File: config.mk
export PLATFORM = sky130hd
export DESIGN_NAME = itrx_aib_phy_bsr_seq
export DESIGN_NICKNAME = d
export VERILOG_FILES = /design/src/rtl/itrx_aib_phy_pkg.sv /design/src/rtl/itrx_aib_phy_bsr_cnt.sv /design/src/rtl/itrx_aib_phy_bsr_seq.sv
export SDC_FILE = /design/constraint.sdc
export NUM_CORES = 1
export LEC_CHECK = 0
export BUFFER_PORTS_ARGS = -buffer_cell sky130_fd_sc_hd__clkbuf_2
export CORE_MARGIN = 2
export CORE_UTILIZATION = 35
export CTS_CLUSTER_DIAMETER = 60
export DETAILED_ROUTE_END_ITERATION = 16
export PLACE_DENSITY_LB_ADDON = 0.08
export SLEW_MARGIN = 20
export SYNTH_ARGS = -nofsm -noshare
export SYNTH_HDL_FRONTEND = slang
export SYNTH_SLANG_ARGS = --single-unit
File: constraint.sdc
create_clock -name clk -period 3.1 [get_ports clk]
set_input_delay 0.31 -clock clk [delete_from_list [all_inputs] [get_ports clk]]
set_output_delay 0.31 -clock clk [all_outputs]
set_load 0.005 [all_outputs]
File: src/rtl/itrx_aib_phy_pkg.sv
// Shared encodings for the AIB PHY boundary-scan sequencer: FSM states and command opcodes.
package itrx_aib_phy_pkg;

  typedef enum logic [2:0] {
    ST_IDLE    = 3'd0,
    ST_CAPTURE = 3'd1,
    ST_SETUP   = 3'd2,
    ST_SHIFT   = 3'd3,
    ST_HOLD    = 3'd4,
    ST_DONE    = 3'd5
  } bsr_state_t;

  localparam logic [1:0] OP_SHIFT      = 2'd0;
  localparam logic [1:0] OP_CAP_SHIFT  = 2'd1;
  localparam logic [1:0] OP_SET_MODE   = 2'd2;
  localparam logic [1:0] OP_SET_INTEST = 2'd3;

endpackage

File: src/rtl/itrx_aib_phy_bsr_cnt.sv
// Shift-cycle counter: synchronous clear, count enable, terminal-count flag at TC_VAL.
module itrx_aib_phy_bsr_cnt #(
  parameter int CNT_W  = 8,
  parameter int TC_VAL = 31
) (
  input  logic clk,
  input  logic rst,
  input  logic i_clr,
  input  logic i_en,
  output logic o_tc
);

  localparam logic [CNT_W-1:0] LP_TC  = CNT_W'(TC_VAL);
  localparam logic [CNT_W-1:0] LP_ONE = CNT_W'(1);

  logic [CNT_W-1:0] r_cnt;

  always_ff @(posedge clk or posedge rst) begin
    if (rst) begin
      r_cnt <= '0;
    end else if (i_clr) begin
      r_cnt <= '0;
    end else if (i_en) begin
      r_cnt <= r_cnt + LP_ONE;
    end
  end

  assign o_tc = (r_cnt == LP_TC);

endmodule

File: src/rtl/itrx_aib_phy_bsr_seq.sv
// Boundary-scan register sequencer: captures, shifts a CHAIN_LEN-bit pattern through the
// external cell chain and returns the bits shifted out; also owns the mode/intest broadcasts.
//
// state   | meaning
// IDLE    | waiting for a command, cmd_ready high
// CAPTURE | one clkdr pulse with scan_en low, cells capture parallel data
// SETUP   | scan_en high, no pulse, lets scan_en settle before shifting
// SHIFT   | CHAIN_LEN pulses with scan_en high, serial in/out
// HOLD    | scan_en still high, no pulse, quiet gap after the last shift
// DONE    | rsp_valid pulse, result published
module itrx_aib_phy_bsr_seq
  import itrx_aib_phy_pkg::*;
#(
  parameter int CHAIN_LEN = 32,
  parameter int CNT_W     = 8
) (
  input  logic                 clk,
  input  logic                 rst,
  input  logic                 cmd_valid,
  output logic                 cmd_ready,
  input  logic [1:0]           cmd_op,
  input  logic                 cmd_arg,
  input  logic [CHAIN_LEN-1:0] cmd_data,
  output logic                 rsp_valid,
  output logic [CHAIN_LEN-1:0] rsp_data,
  output logic                 jtag_clkdr_en,
  output logic                 jtag_scan_en,
  output logic                 jtag_intest,
  output logic                 jtag_mode,
  output logic                 scan_si,
  input  logic                 scan_so
);

  bsr_state_t           r_state;
  logic [CHAIN_LEN-1:0] r_shreg;
  logic [CHAIN_LEN-1:0] r_rsp_data;
  logic                 r_rsp_valid;
  logic                 r_scan_en;
  logic                 r_clkdr_en;
  logic                 r_mode;
  logic                 r_intest;
  logic                 w_tc;

  // Counter is parked at zero whenever idle, so every scan starts from a clean count.
  itrx_aib_phy_bsr_cnt #(
    .CNT_W  (CNT_W),
    .TC_VAL (CHAIN_LEN - 1)
  ) u_cnt (
    .clk   (clk),
    .rst   (rst),
    .i_clr (r_state == ST_IDLE),
    .i_en  (r_state == ST_SHIFT),
    .o_tc  (w_tc)
  );

  always_ff @(posedge clk or posedge rst) begin
    if (rst) begin
      r_state     <= ST_IDLE;
      r_shreg     <= '0;
      r_rsp_data  <= '0;
      r_rsp_valid <= 1'b0;
      r_scan_en   <= 1'b0;
      r_clkdr_en  <= 1'b0;
      r_mode      <= 1'b0;
      r_intest    <= 1'b0;
    end else begin
      r_rsp_valid <= 1'b0;
      case (r_state)
        ST_IDLE: begin
          if (cmd_valid) begin
            case (cmd_op)
              OP_SET_MODE: begin
                r_mode      <= cmd_arg;
                r_rsp_valid <= 1'b1;
                r_state     <= ST_DONE;
              end
              OP_SET_INTEST: begin
                r_intest    <= cmd_arg;
                r_rsp_valid <= 1'b1;
                r_state     <= ST_DONE;
              end
              OP_CAP_SHIFT: begin
                r_shreg    <= cmd_data;
                r_clkdr_en <= 1'b1;
                r_state    <= ST_CAPTURE;
              end
              default: begin
                r_shreg   <= cmd_data;
                r_scan_en <= 1'b1;
                r_state   <= ST_SETUP;
              end
            endcase
          end
        end
        ST_CAPTURE: begin
          r_scan_en  <= 1'b1;
          r_clkdr_en <= 1'b0;
          r_state    <= ST_SETUP;
        end
        ST_SETUP: begin
          r_clkdr_en <= 1'b1;
          r_state    <= ST_SHIFT;
        end
        ST_SHIFT: begin
          r_shreg <= {scan_so, r_shreg[CHAIN_LEN-1:1]};
          if (w_tc) begin
            r_clkdr_en <= 1'b0;
            r_state    <= ST_HOLD;
          end
        end
        ST_HOLD: begin
          r_scan_en   <= 1'b0;
          r_rsp_valid <= 1'b1;
          r_rsp_data  <= r_shreg;
          r_state     <= ST_DONE;
        end
        ST_DONE: begin
          r_state <= ST_IDLE;
        end
        default: begin
          r_scan_en  <= 1'b0;
          r_clkdr_en <= 1'b0;
          r_state    <= ST_IDLE;
        end
      endcase
    end
  end

  assign cmd_ready     = (r_state == ST_IDLE);
  assign rsp_valid     = r_rsp_valid;
  assign rsp_data      = r_rsp_data;
  assign jtag_clkdr_en = r_clkdr_en;
  assign jtag_scan_en  = r_scan_en;
  assign jtag_intest   = r_intest;
  assign jtag_mode     = r_mode;
  assign scan_si       = r_shreg[0];

endmodule

# After elaboration in Yosys (flattened, before gate mapping)
# Index checks and enable logic that the tools add are counted.
# totals
regBits,80
latchBits,0
ramBits,0
rom_bits,0
inputBits,39
output_inout_bits,39
wordCells,57
n_memories,0
# classes
addsub,1
multipliers,0
n_div,0
magnitude_cmp,0
eq_ne,14
shifts,0
mux,19
n_bitwise,2
reduce_logical,12
# ops
operator,n
32-bit 2-to-1 mux,2
32-bit case mux with 2 select lines,1
8-bit 2-to-1 mux,2
3-bit case mux with 5 select lines,1
3-bit AND reduction,4
"8-bit by 1-bit adder with 8-bit output, second input constant",1
"8-bit by 5-bit equality test with 1-bit output, second input constant",1
"2-bit inequality test, second input constant",4
1-bit 2-to-1 mux,7
"3-bit by 2-bit equality test with 1-bit output, second input constant",2
"3-bit equality test, second input constant",2
3-bit 2-to-1 mux,2
3-bit case mux with 2 select lines,1
3-bit OR reduction,2
"2-bit equality test, second input constant",2
1-bit case mux with 4 select lines,1
4-bit AND reduction,1
2-bit OR reduction,2
"3-bit by 1-bit equality test with 1-bit output, second input constant",1
3-bit logical NOT,1
1-bit case mux with 3 select lines,1
"2-bit by 1-bit equality test with 1-bit output, second input constant",1
"2-bit by 1-bit inequality test with 1-bit output, second input constant",1
1-bit inverter,2
other kinds (3),3

# Logic depth before layout (Yosys ltp)
# Gate-level depths: netlist (run 1).
# logic_depth
depth_word,5
depth_mapped,6
ltp_nobuf,4

# Cells and area by module
# From an unflattened synthesis (run 1), not the netlist that was laid out.
# unflattened
cells_unflattened,293
area_unflattened_um2,3793.6
# by_module_without_submodules
mod,n_inst,cells_each,area_each_um2,seq_area_each_um2
itrx_aib_phy_bsr_seq,1,253,3384.5,1801.7
itrx_aib_phy_bsr_cnt,1,40,409.1,200.2

# Least setup slack after synthesis (run 1)
# Ideal clock, no wire load.
# synth_timing
kind,register to register
startpoint,register r_state[0]
endpoint,register r_shreg[0]
setup_ps,125
arrival_time_ps,1751
required_time_ps,2975
slack_ps,1225
path_stages_with_launch,6
path_buffers,2
synth_period_minus_slack_ps,1875
cell_sequence,dfrtp_1 buf_2 or4b_4 a21oi_4 buf_6 mux2_2
# synth_via
elab_chain_len,3
elab_cells_between_ends,7
cone_classes,eq/ne: 3; mux: 1; reduce/logical: 3
# synth_lines
item,line_no,text
start: declaration,itrx_aib_phy_bsr_seq.sv:34,bsr_state_t r_state;
start signal: assignment,itrx_aib_phy_bsr_seq.sv:58,r_state <= ST_IDLE;
start signal: assignment,itrx_aib_phy_bsr_seq.sv:75,r_state <= ST_DONE;
start signal: assignment,itrx_aib_phy_bsr_seq.sv:80,r_state <= ST_DONE;
3-bit logical NOT / 3-bit by 2-bit equality test with 1-bit output (equally long branches),itrx_aib_phy_bsr_seq.sv:68,case (r_state)
2-bit inequality test (no line) / 2-bit nonzero test (equally long branches),-,
3-bit AND reduction (no line),-,
end signal: assignment,itrx_aib_phy_bsr_seq.sv:83,r_shreg <= cmd_data;
end signal: assignment,itrx_aib_phy_bsr_seq.sv:88,r_shreg <= cmd_data;
end signal: assignment,itrx_aib_phy_bsr_seq.sv:105,"r_shreg <= {scan_so, r_shreg[CHAIN_LEN-1:1]};"
end: declaration,itrx_aib_phy_bsr_seq.sv:35,logic [CHAIN_LEN-1:0] r_shreg;
# Several ways; a longest one is shown, not always the timed one.
# A chain may end at the register's enable or synchronous reset.

# Worst setup path after layout (run 1)
# layout_timing
startpoint,register r_state[1]
endpoint,register r_shreg[12]
# The elaborated chain is that of the path after synthesis.

==> results of run 1 <==
-- layout make-up --
cell class | count | area share, %
well taps | 136 | 3.955
flip-flops and latches | 80 | 46.53
multi-input cells | 154 | 34.75
inverters | 7 | 0.6397
repair buffers | 82 | 10.12
clock buffers | 10 | 3.199
clock inverters | 6 | 0.8142
-- through the flow --
stage / cells / util (%)
finish: 475 / 42.25
global route: 475 / 42.25
CTS: 475 / 42.25
detailed placement: 459 / 40.55
global placement: 459 / 40.55
floorplan: 257 / -
-- routing by layer --
metal,global-route usage (%),up-vias,part of all wire [%]
li1,-,1089,-
met1,19.03,1106,50
met2,20.92,52,44
met3,3.525,9,5.1
met4,5.075,0,1.0
met5,0,-,0
-- synthesized netlist by cell type, types with 2 or more instances --
cell / n
nor2_1: 3
a21oi_1: 2
nor3_1: 3
buf_2: 6
mux2_2: 98
clkbuf_1: 7
buf_6: 3
mux2i_1: 3
inv_1: 7
a22o_1: 2
nand2_1: 7
or4_1: 2
o41ai_1: 2
o21a_1: 2
nand4_1: 3
nand3_1: 5
dfrtp_1: 80
-- path summary, 6_finish.rpt --
kind | startpoint | to | slack (ns)
setup / recovery | r_state[1] | r_shreg[12] | 0.82
hold reg to reg | rsp_data[24] | rsp_data[24] | 0.50
setup reg to reg | r_state[1] | r_shreg[12] | 0.82
hold / removal | rst | rsp_data[20] | 0.07
max in group asynchronous | rst | r_shreg[26] | 2.25
min in group clk | cmd_arg | jtag_mode | 0.22
-- worst register-to-register path, stage by stage (launching register included) --
cell and delay [ns]:
dfrtp_1 0.51, or4b_4 0.58, a21oi_4 0.50, buf_12 0.24
mux2_2 0.34
-- cell families (layout without fill, tap and decap cells) --
group,Yosys count,in the layout,share of synthesized area [%]
XOR/XNOR,1,1,0.2425
buffers and inverters,23,105,3.222
multiplexers,102,102,31.69
flip-flops,80,80,55.42
adder cells (fa/ha/maj),1,1,0.3463
AO/OA/AOI/OAI,19,19,4.226
AND/OR/NAND/NOR,31,31,4.850
-- power by group through the flow --
stage | combinational [mW] | clock [mW] | sequential, mW
6_report | 1.65 | 0.691 | 1.65
3_3_place_gp | 1.66 | 0 | 1.68
2_1_floorplan | 1.44 | 0 | 1.58
3_5_place_dp | 1.67 | 0 | 1.68
4_1_cts | 1.68 | 0.717 | 1.66
5_1_grt | 1.83 | 0.769 | 1.71
-- sequential cells by signal (all words and copies together) (netlist names) --
signal,count
rsp_data,32
rsp_valid,1
jtag_scan_en,1
jtag_mode,1
jtag_intest,1
r_shreg,32
jtag_clkdr_en,1
u_cnt.r_cnt,8
r_state,3
==> results.ini, run 1 <==
[clocking]
clock_path_buffers = 2
cts_hold_buffers = 0
post_cts_buffers = 0
cts_tree = yes
root_buffer = clkbuf_8
cts_made_buffers = 9
cts_sinks = 80
cts.htree.levels = 3
cts.clk_slew.worst_paths_ns = 0.08
clk_latency_ns = 0.35
cts_resized = 0

[routing]
viasPerCell = 4.749
detail_route.wl_per_cell_um = 14.94
drt_iter0_drc = 65
drc = 0
dr_total_vias = 2256
ant_nets = 0
routed_wl_um = 7095
dr.pass1.iters = 4

[layout]
num-nets-final = 374
final_common_cell = mux2_2
antennaDiodeCount = 0
area_growth_pct = 19.12
mostFrequentLayoutCells = 98 x mux2_2, 80 x dfrtp_1, 77 x clkbuf_2
seq_area_um2 = 2002
fin_area_um2 = 4303
drive_above_1_share_pct = 59.29
num-fill-cells = 1028
multiInputGateArea_um2 = 1495

[setup_path]
startpoint_type = register
critical_path_depth = 4
crit_buf_inv = 1
cp.required_ns = 3.33
crit_arrival_ns = 2.51
slowest_stage = or4b_4
critical-path-top-delay-family = simple AND/OR/NAND/NOR gates
path_class = reg2reg
reg2reg_depth = 4
cp_cell_sequence = or4b_4 > a21oi_4 > buf_12 > mux2_2
slowest_delay_ns = 0.58
worst_setup_path_end_kind = register
critPathMaxFanout = 19

[global_route]
overflow = 0
track_usage_pct = 13.77
antenna_found_initial = 0
grt_pass1_wl_um = 11920
grt_max_degree = 47
grt_pass1_vias = 2356

[place]
preCtsSetupSlack_ns = 0.7984
dp_hpwl_um = 4831
dpl_cell_area_um2 = 4130
gp_congestion = 0.7548
port-buffer-count = 77

[logic_synthesis]
avgSynthCellArea_um2 = 14.06
synth_cells = 257
synth_edf_count = 0
ys_types = 39
synth_flop_cell = dfrtp_1
synthArstFlopShare_pct = 100.0
synth_seq_cells = 80
yosysWarnings = 0
netlist_area_um2 = 3612
synth_top_area_share_pct = 55.42
synth_area_leader_cell = dfrtp_1
syn_nets = 297
ys_seq_area_share_pct = 55.42
synth.top_cells.by_area = dfrtp_1 55%, mux2_2 31%, buf_6 0.94%

[die]
die_y_um = 105.6
dieWidth_um = 105.6
ios = 78
dieArea_um2 = 11150
initial_utilization_pct = 35.47
core_um2 = 10180
rows = 37

[worst_hold_path]
hp-class = in2async

[timing]
period_needed_ns = 2.283
setup_ws_ns = 0.8170
min_period_over_period_pct = 73.65
worst_pin_slew_ns = 0.8260
timing.setup.tns_ns = 0
hold_viol_final = 0
whs_ns = 0.07458
slew_violations = 0
setup_viol = 0
fin_skew_ns = 0.009415
max_slew_margin_pct = 44.87
rsz0062_at_grt = no
max_freq_mhz = 438.0

[power]
total_power_mw = 3.996
p_seq_share_pct = 41.3
internal_power_mw = 2.720
power.density_nw_per_um2 = 928.7
p_sw_share_pct = 31.94
switchingPower_mw = 1.276
ir_drop_mv = 0.3140
leakage_nw = 2.071
clockPowerShare_pct = 17.3
combPwrFrac_pct = 41.4

[outcome]
status = finished clean

[run]
max_cap_viol_count = 0

Note: power is estimated with default switching activity, not from simulation.
==> inputs of run 2 (changes only) <==
==> constraint.sdc (replaced) <==
create_clock -name clk -period 2.4 [get_ports clk]
set_input_delay 0.24 -clock clk [delete_from_list [all_inputs] [get_ports clk]]
set_output_delay 0.24 -clock clk [all_outputs]
set_load 0.005 [all_outputs]
==> run 2 against run 1 <==
Net effect: global-route usage down 0.22 points; sequential share of layout area is 0.77 points lower; final cell count increased by 0.63%; clock skew is 0.0036 ns higher; clock power is 44% higher; combinational power is 33% higher; non-clock buffer count is 3 higher; sequential power grew 29%; flip-flop and latch count stayed put; register-to-register slack got worse by 0.41 ns; highest routed layer unchanged.
==> results.ini, run 2 (same netlist as run 1, synthesis figures left out) <==
[timing]
timing.setup.tns_ns = 0  ; unchanged
setup_viol = 0  ; unchanged
rsz0062_at_grt = no
max_slew_margin_pct = 57.65  ; +13 points
slew_violations = 0  ; unchanged
min_period_over_period_pct = 83.22
worst_pin_slew_ns = 0.6346  ; -0.1914 ns
fin_skew_ns = 0.01306  ; +0.003642 ns
period_needed_ns = 1.997
hold_viol_final = 0  ; unchanged
max_freq_mhz = 500.7

[layout]
mostFrequentLayoutCells = 98 x mux2_2, 80 x dfrtp_1, 77 x clkbuf_2
drive_above_1_share_pct = 59.06  ; -0.23 points
area_growth_pct = 21.13
num-nets-final = 377  ; +0.80%
antennaDiodeCount = 0  ; unchanged
final_common_cell = mux2_2
fin_area_um2 = 4375  ; +1.7%

[setup_path]
worst_setup_path_end_kind = primary output
cp_cell_sequence = or3_1 > inv_1 > clkbuf_2
slowest_stage = or3_1
critical-path-top-delay-family = simple AND/OR/NAND/NOR gates
path_class = reg2out
crit_arrival_ns = 1.76  ; -0.75 ns
startpoint_type = register
cp.required_ns = 2.16  ; -1.17 ns
critPathMaxFanout = 13  ; -6
slowest_delay_ns = 0.54  ; -0.04 ns
crit_buf_inv = 2  ; +1

[routing]
drc = 0  ; unchanged
drt_iter0_drc = 72  ; +11%
dr.pass1.iters = 4  ; unchanged
routed_wl_um = 7112  ; +0.24%
dr_total_vias = 2302  ; +2.0%
detail_route.wl_per_cell_um = 14.88  ; -0.39%
viasPerCell = 4.816  ; +1.4%
ant_nets = 0  ; unchanged

[die]
core_um2 = 10180  ; unchanged
ios = 78  ; unchanged
dieArea_um2 = 11150  ; unchanged
rows = 37  ; unchanged
die_y_um = 105.6  ; unchanged
initial_utilization_pct = 35.47  ; unchanged
dieWidth_um = 105.6  ; unchanged

[clocking]
cts_made_buffers = 9  ; unchanged
cts.clk_slew.worst_paths_ns = 0.08  ; about the same
clock_path_buffers = 2  ; unchanged
cts_resized = 0  ; unchanged
cts_sinks = 80  ; unchanged
clk_latency_ns = 0.35  ; about the same
root_buffer = clkbuf_8
cts_tree = yes
cts.htree.levels = 3  ; unchanged
post_cts_buffers = 0  ; unchanged

[place]
port-buffer-count = 77  ; unchanged
gp_congestion = 0.7272  ; -3.7%
dpl_cell_area_um2 = 4170  ; +0.97%
dp_hpwl_um = 4744  ; -1.8%

[run]
max_cap_viol_count = 0  ; unchanged

[global_route]
antenna_found_initial = 0  ; unchanged
grt_max_degree = 46  ; -2.1%
grt_pass1_wl_um = 11840  ; -0.70%
grt_pass1_vias = 2303  ; -2.2%
overflow = 0  ; unchanged
track_usage_pct = 13.55  ; -0.22 points

[worst_hold_path]
hp-class = in2reg

[power]
ir_drop_mv = 0.4974  ; +58%
leakage_nw = 2.099  ; +1.4%
power.density_nw_per_um2 = 1215  ; +31%
total_power_mw = 5.314  ; +33%

[outcome]
status = finished clean

==> run 2: changes by cell type in the layout (fill, tap and decap cells not counted) <==
| cell | change |
|---|---|
| dlygate4sd3_1 | +1 |
| bufinv_16 | +1 |
| clkinv_2 | -3 |
| clkbuf_1 | +1 |
| clkinv_4 | +1 |
| clkbuf_8 | -1 |
| inv_6 | +1 |
| buf_12 | +2 |
==> run 2: path summary, 6_finish.rpt <==
check                             start  depth (start not counted)              to  slack (ns)
setup / recovery             r_state[1]                          3       cmd_ready        0.40
hold / removal                  cmd_arg                          2       jtag_mode        0.14
setup reg to reg             r_state[1]                          4     r_shreg[30]        0.41
hold reg to reg            rsp_data[24]                          1    rsp_data[24]        0.50
max in group asynchronous           rst                          4  u_cnt.r_cnt[0]        1.26
min in group asynchronous           rst                          3    rsp_data[22]        0.48
==> run 2: repair_timing <==
action / CTS / global route
endpoints found under the hold margin: 35 / 0
setup endpoints to repair: 0 / 0
hold buffers: 1 / 0
==> run 2: cell type report <==
cell class              instances  area, um2
repair buffers                 85      485.5
well taps                     136      170.2
multi-input cells             154       1495
flip-flops and latches         80       2002
clock buffers                  10      127.6
clock inverters                 6      67.56
fillers                       979       5809
inverters                       7      27.53
==> run 2: power breakdown <==
group	total [mW]	internal, mW	leakage (nW)	switching, mW
registers	2.13	1.79	1.01	0.335
clock network	0.994	0.485	0.0929	0.510
logic	2.19	1.36	0.997	0.831
==> run 2: worst reg2reg max path, stage by stage (launching register included) <==
cell     delay [ns]
dfrtp_1        0.51
or4b_4         0.58
a21oi_4        0.18
buf_12         0.23
mux2_2         0.38
==> run 2: metrics by stage <==
step | instances | hold WS, ns | util, % | setup WS [ns]
after global routing | 478 | 0.1261 | 42.96 | 0.3209
after detailed placement | 461 | 0.3336 | 40.95 | 0.4183
final | 478 | 0.1360 | 42.96 | 0.4027
after global placement | 461 | 0.3368 | 40.95 | 0.4492
after CTS | 478 | 0.1166 | 42.96 | 0.4096
after floorplan | 257 | 0.3905 | - | 0.1083
==> run 2: metal layers <==
| metal | global-route usage [%] | wire (um) | up-vias |
|---|---|---|---|
| met5 | 0 | 0 | - |
| met4 | 5.639 | 103 | 0 |
| met3 | 3.401 | 355 | 8 |
| met2 | 20.32 | 3158 | 58 |
| met1 | 18.70 | 3494 | 1139 |
| li1 | - | - | 1097 |
